<file path="config.mk">
export PLATFORM = sky130hd
export DESIGN_NAME = i2c_sda_sequencer
export DESIGN_NICKNAME = d
export VERILOG_FILES = /design/src/rtl/i2c_sda_sequencer.sv
export SDC_FILE = /design/constraint.sdc
export NUM_CORES = 1
export LEC_CHECK = 0
export ABC_AREA = 1
export CORE_MARGIN = 2
export CORE_UTILIZATION = 40
export CTS_CLUSTER_DIAMETER = 100
export DETAILED_ROUTE_END_ITERATION = 12
export PLACE_DENSITY = 0.62
export SYNTH_ARGS = -nofsm -noshare
export SYNTH_HDL_FRONTEND = slang
export SYNTH_SLANG_ARGS = --single-unit
</file>
<file path="constraint.sdc">
create_clock -name clk -period 1.3 [get_ports clk]
set_input_delay 0.26 -clock clk [delete_from_list [all_inputs] [get_ports clk]]
set_output_delay 0.26 -clock clk [all_outputs]
set_load 0.005 [all_outputs]
</file>
<file path="src/rtl/i2c_sda_sequencer.sv">
// SDA phase sequencer for the I2C master: counts data/ACK slots from SCL edge
// strobes, serialises tx words, deserialises rx words and watches for arbitration loss.
module i2c_sda_sequencer #(
  parameter int DATA_W = 8
) (
  input  logic              clk,
  input  logic              reset,
  input  logic              scl_rise,
  input  logic              scl_fall,
  input  logic              start_det,
  input  logic              stop_det,
  input  logic              sda_in,
  output logic              sda_oe,
  input  logic [DATA_W-1:0] tx_data,
  input  logic              tx_valid,
  output logic              tx_ready,
  output logic [DATA_W-1:0] rx_data,
  output logic              rx_valid,
  input  logic              master_ack,
  output logic              slave_ack,
  output logic              ack_valid,
  output logic              underrun,
  output logic              arb_lost,
  output logic              rw_o,
  output logic [1:0]        phase
);

  typedef enum logic [1:0] {
    IDLE = 2'd0,
    DATA = 2'd1,
    ACK  = 2'd2,
    HOLD = 2'd3
  } phase_t;

  localparam int CW = (DATA_W > 2) ? $clog2(DATA_W) : 1;
  localparam logic [CW-1:0] LAST_BIT = CW'(DATA_W - 1);

  phase_t            state;
  logic [CW-1:0]     bit_cnt;
  logic              first;
  logic              ack_master;
  logic              buf_full;
  logic [DATA_W-1:0] buf_q;
  logic [DATA_W-1:0] shift_q;
  logic [DATA_W-2:0] rx_shift;
  logic [DATA_W-1:0] rx_next;
  logic              fall_ev;
  logic              rise_ev;
  logic              master_drv;
  logic              consume;

  // Coincident SCL strobes are contradictory and both are dropped.
  assign fall_ev    = scl_fall & ~scl_rise;
  assign rise_ev    = scl_rise & ~scl_fall;
  assign master_drv = first | ~rw_o;
  assign rx_next    = {rx_shift, sda_in};
  assign phase      = state;

  // tx handshake: a word is accepted on any clk where tx_valid && tx_ready;
  // tx_ready is high exactly while the single holding buffer is empty.
  assign tx_ready = ~buf_full;

  assign consume = (state == DATA) && fall_ev && (bit_cnt == '0) && master_drv &&
                   buf_full && !start_det && !stop_det;

  always_ff @(posedge clk) begin
    if (reset) begin
      buf_full <= 1'b0;
      buf_q    <= '0;
    end else begin
      if (consume)
        buf_full <= 1'b0;
      if (tx_valid && tx_ready) begin
        buf_q    <= tx_data;
        buf_full <= 1'b1;
      end
    end
  end

  always_ff @(posedge clk) begin
    if (reset) begin
      state      <= IDLE;
      bit_cnt    <= '0;
      first      <= 1'b0;
      ack_master <= 1'b0;
      rw_o       <= 1'b0;
      shift_q    <= '1;
      rx_shift   <= '0;
      sda_oe     <= 1'b0;
      rx_data    <= '0;
      rx_valid   <= 1'b0;
      slave_ack  <= 1'b0;
      ack_valid  <= 1'b0;
      underrun   <= 1'b0;
      arb_lost   <= 1'b0;
    end else begin
      rx_valid  <= 1'b0;
      ack_valid <= 1'b0;
      underrun  <= 1'b0;
      arb_lost  <= 1'b0;
      if (start_det) begin
        state   <= DATA;
        bit_cnt <= '0;
        first   <= 1'b1;
        rw_o    <= 1'b0;
        sda_oe  <= 1'b0;
      end else if (stop_det) begin
        state  <= IDLE;
        sda_oe <= 1'b0;
      end else begin
        case (state)
          IDLE: sda_oe <= 1'b0;
          DATA: begin
            if (fall_ev) begin
              if (master_drv) begin
                if (bit_cnt == '0) begin
                  // An empty buffer sends all ones so the bus is simply released.
                  if (buf_full) begin
                    shift_q <= buf_q;
                    sda_oe  <= ~buf_q[DATA_W-1];
                  end else begin
                    shift_q  <= '1;
                    sda_oe   <= 1'b0;
                    underrun <= 1'b1;
                  end
                end else begin
                  sda_oe <= ~shift_q[DATA_W-1];
                end
              end else begin
                sda_oe <= 1'b0;
              end
            end else if (rise_ev) begin
              if (master_drv && !sda_oe && !sda_in) begin
                arb_lost <= 1'b1;
                sda_oe   <= 1'b0;
                state    <= HOLD;
              end else begin
                rx_shift <= rx_next[DATA_W-2:0];
                shift_q  <= shift_q << 1;
                if (bit_cnt == LAST_BIT) begin
                  bit_cnt    <= '0;
                  rx_data    <= rx_next;
                  rx_valid   <= 1'b1;
                  ack_master <= master_drv;
                  if (first) begin
                    rw_o  <= sda_in;
                    first <= 1'b0;
                  end
                  state <= ACK;
                end else begin
                  bit_cnt <= bit_cnt + CW'(1);
                end
              end
            end
          end
          ACK: begin
            // ack_master remembers who drove the data bits of the frame just ended.
            if (fall_ev) begin
              sda_oe <= ack_master ? 1'b0 : ~master_ack;
            end else if (rise_ev) begin
              bit_cnt <= '0;
              if (ack_master) begin
                slave_ack <= ~sda_in;
                ack_valid <= 1'b1;
                state     <= sda_in ? HOLD : DATA;
              end else begin
                state <= master_ack ? HOLD : DATA;
              end
            end
          end
          HOLD: sda_oe <= 1'b0;
          default: state <= IDLE;
        endcase
      end
    end
  end

endmodule

</file>
==> run metrics <==
max-capacitance violation count 0; Mapped Cells 289; # DRC 0; Final min period 1.40 ns; Root Buffer clkbuf_8; status finished, violations left; RD Place Congestion roughly 0.8; CTS clk-pin slew, worst paths 0.09 ns; CP Data Required Time around 1.5 ns; failing checks negative setup slack; CP endpoint kind flip-flop; Data arrival, critical path 1.60 ns; most common cell in the netlist nor2_1; Fin. Hold Viols 0; Worst Hold End slave_ack$_SDFFE_PP0P_; synth unique cells 25; Leak Pwr 1.59 nW; Max VDD drop approximately 0.76 mV; Routed Antenna Nets 0; hold depth 2; wire length per cell 13.8 um; Worst Path Max Fanout 6; reg2reg setup slack -0.1 ns; pre-CTS setup slack -0.505 ns; hold slack between 0.4 and 0.5 ns; DR vias/cell just under 5; initial core utilization roughly 41%; vias in the first global route 2151; Core ar. ~5100 um^2; total grt overflow 0; yosys warns 0; setup TNS -1.07 ns; FILL cells between 400 and 500; first-pass GRT wire length 9980 um; FFs w/ async S/R, synth 0%; sequential fraction of the synthesis area 44.2%; hold crit path type flip-flop to flip-flop; relative slew slack 77.7%; RSZ-0062 raised after global routing true; Clock Sinks 46; worst r2r src phase[0]$_SDFFE_PP0P_; share of cells above drive strength 1 42.7%; period utilization 108%; final worst slack -0.0996 ns; Syn Area/Cell roughly 7.2 um^2; Synthesized Nets between 300 and 400; utilization after layout a little over two thirds; CTS Buffer Depth 2; total power between 3 and 4 mW; Buffers on Ports 34; top post-synthesis cells by area dfxtp_1 (44%), nor2_1 (11%), o21ai_0 (8.9%); DP HPWL 3900 um; main flop type after synthesis dfxtp_1; Tot GR Track Use between 20% and 30%; Die W 76.2 um; R2R cell count 10; Worst Path Class, Setup flip-flop to flip-flop; vias between 2000 and 2500; router iterations before antenna repair 4; nets 413; initial antenna violation count 0; Seq cells post-synth between 40 and 50; startpoint types flip-flop; diode count 0; fin. max-slew vios 0; min-delay src slave_ack$_SDFFE_PP0P_; row count 26; WL final about 6300 um; H-tree depth 2; top cell type's share of synthesized area 44.2%; Synth area leader dfxtp_1; Worst R2R End bit_cnt[0]$_SDFFE_PP0P_; Tightest Pin Transition about 0.33 ns; Cell Pwr Density 922 nW/um^2; EDFF count, synth 0; die height 76.2 um; Initial DRC Count 137; die area approximately 5800 um^2; Mapped Area 2080 um^2; largest net degree at the start of global routing 20; CTS tree built; Clock Skews about 0.013 ns; CTS Buf Count 5; Commonest cells post-synth nor2_1 (61), dfxtp_1 (46), nand2_1 (46); number of setup violations in the final report 30; Skew-Pair Late Insertion Delay 0.31 ns; fmax roughly 0.7 GHz; I/O pins 35; P&R area growth vs syn 69.4%
==> power breakdown <==
group / internal (mW) / switching, mW / total (mW) / leakage [nW]
combinational: 0.266 / 0.279 / 0.545 / 1.14
sequential: 1.45 / 0.0243 / 1.47 / 0.381
clock: 0.743 / 0.499 / 1.24 / 0.0696
==> worst max-delay path: stages, from the launching register on <==
cell	delay (ns)
dfxtp_4	0.37
buf_6	0.12
inv_4	0.05
ha_4	0.14
inv_4	0.04
nand2_4	0.07
nand2_4	0.05
nor2_4	0.21
nand3_2	0.11
nand2_1	0.09
nor2_1	0.04
==> cell usage in the layout (no fill, tap or decap), types with 8 or more instances in the layout <==
master / count
nor2_1: 51
buf_4: 49
nand2_1: 35
dfxtp_1: 31
o21ai_0: 24
dlygate4sd2_1: 21
inv_1: 14
nand3_1: 14
dfxtp_2: 14
clkdlybuf4s50_1: 11
buf_6: 10
nand2_4: 9
nand3_2: 9
nor2_2: 8
o21ai_1: 8
==> metrics by stage <==
stage	instance area (um^2)	instances
finish	3530	459
global route	3530	459
global placement	2850	428
detailed placement	2850	428
floorplan	2130	289
CTS	3350	454
==> what timing repair did <==
action                     in CTS  in global routing
gates cloned                    3                  0
resized for setup             102                 44
pin swaps                      21                 25
hold buffers                    0                  0
setup endpoints to repair      55                 39
buffers inserted               16                  5
==> registers in the layout, summed over array words and instances (netlist names), 2 cells and up <==
register	flops
phase	2
rx_data	8
bit_cnt	3
buf_q	8
shift_q	8
rx_shift	7
==> how the worst max path moves through the flow <==
stage                                   end                  start
finish              bit_cnt[0]$_SDFFE_PP0P_  phase[0]$_SDFFE_PP0P_
global route        rx_data[6]$_SDFFE_PP0P_      rw_o$_SDFFE_PP0P_
CTS                 rx_data[0]$_SDFFE_PP0P_  phase[0]$_SDFFE_PP0P_
detailed placement  rx_data[1]$_SDFFE_PP0P_               scl_fall
global placement    shift_q[0]$_SDFFE_PP1P_               scl_fall
floorplan           shift_q[0]$_SDFFE_PP1P_  phase[1]$_SDFFE_PP0P_
==> kinds of logic after synthesis <==
family / Yosys count / synth area share [%]
AO/OA/AOI/OAI: 52 / 13.2
adder cells (fa/ha/maj): 8 / 4.80
flip-flops: 46 / 44.2
buffers and inverters: 36 / 6.72
AND/OR/NAND/NOR: 147 / 31.1
==> routing by layer <==
| metal | GRT usage, % | vias up | part of all wire (%) |
|---|---|---|---|
| met3 | 4.38 | 13 | 3.8 |
| met1 | 28.1 | 1059 | 45 |
| met2 | 34.5 | 44 | 49 |
| met5 | 0 | - | 0 |
| met4 | 5.64 | 0 | 2.0 |
| li1 | - | 1139 | - |
==> final cells by class <==
cell class                 count  area [um^2]  area share (%)
inverter                      30          148            4.18
tap                           70         87.6            2.48
multi-input combinational    209         1370            38.9
timing repair inverter         1         8.76           0.248
clock buffer                   7          108            3.05
sequential                    46          942            26.7
clock inverter                 1         30.0           0.850
timing repair buffer          95          835            23.6
Power figures use the tool's default switching activity.
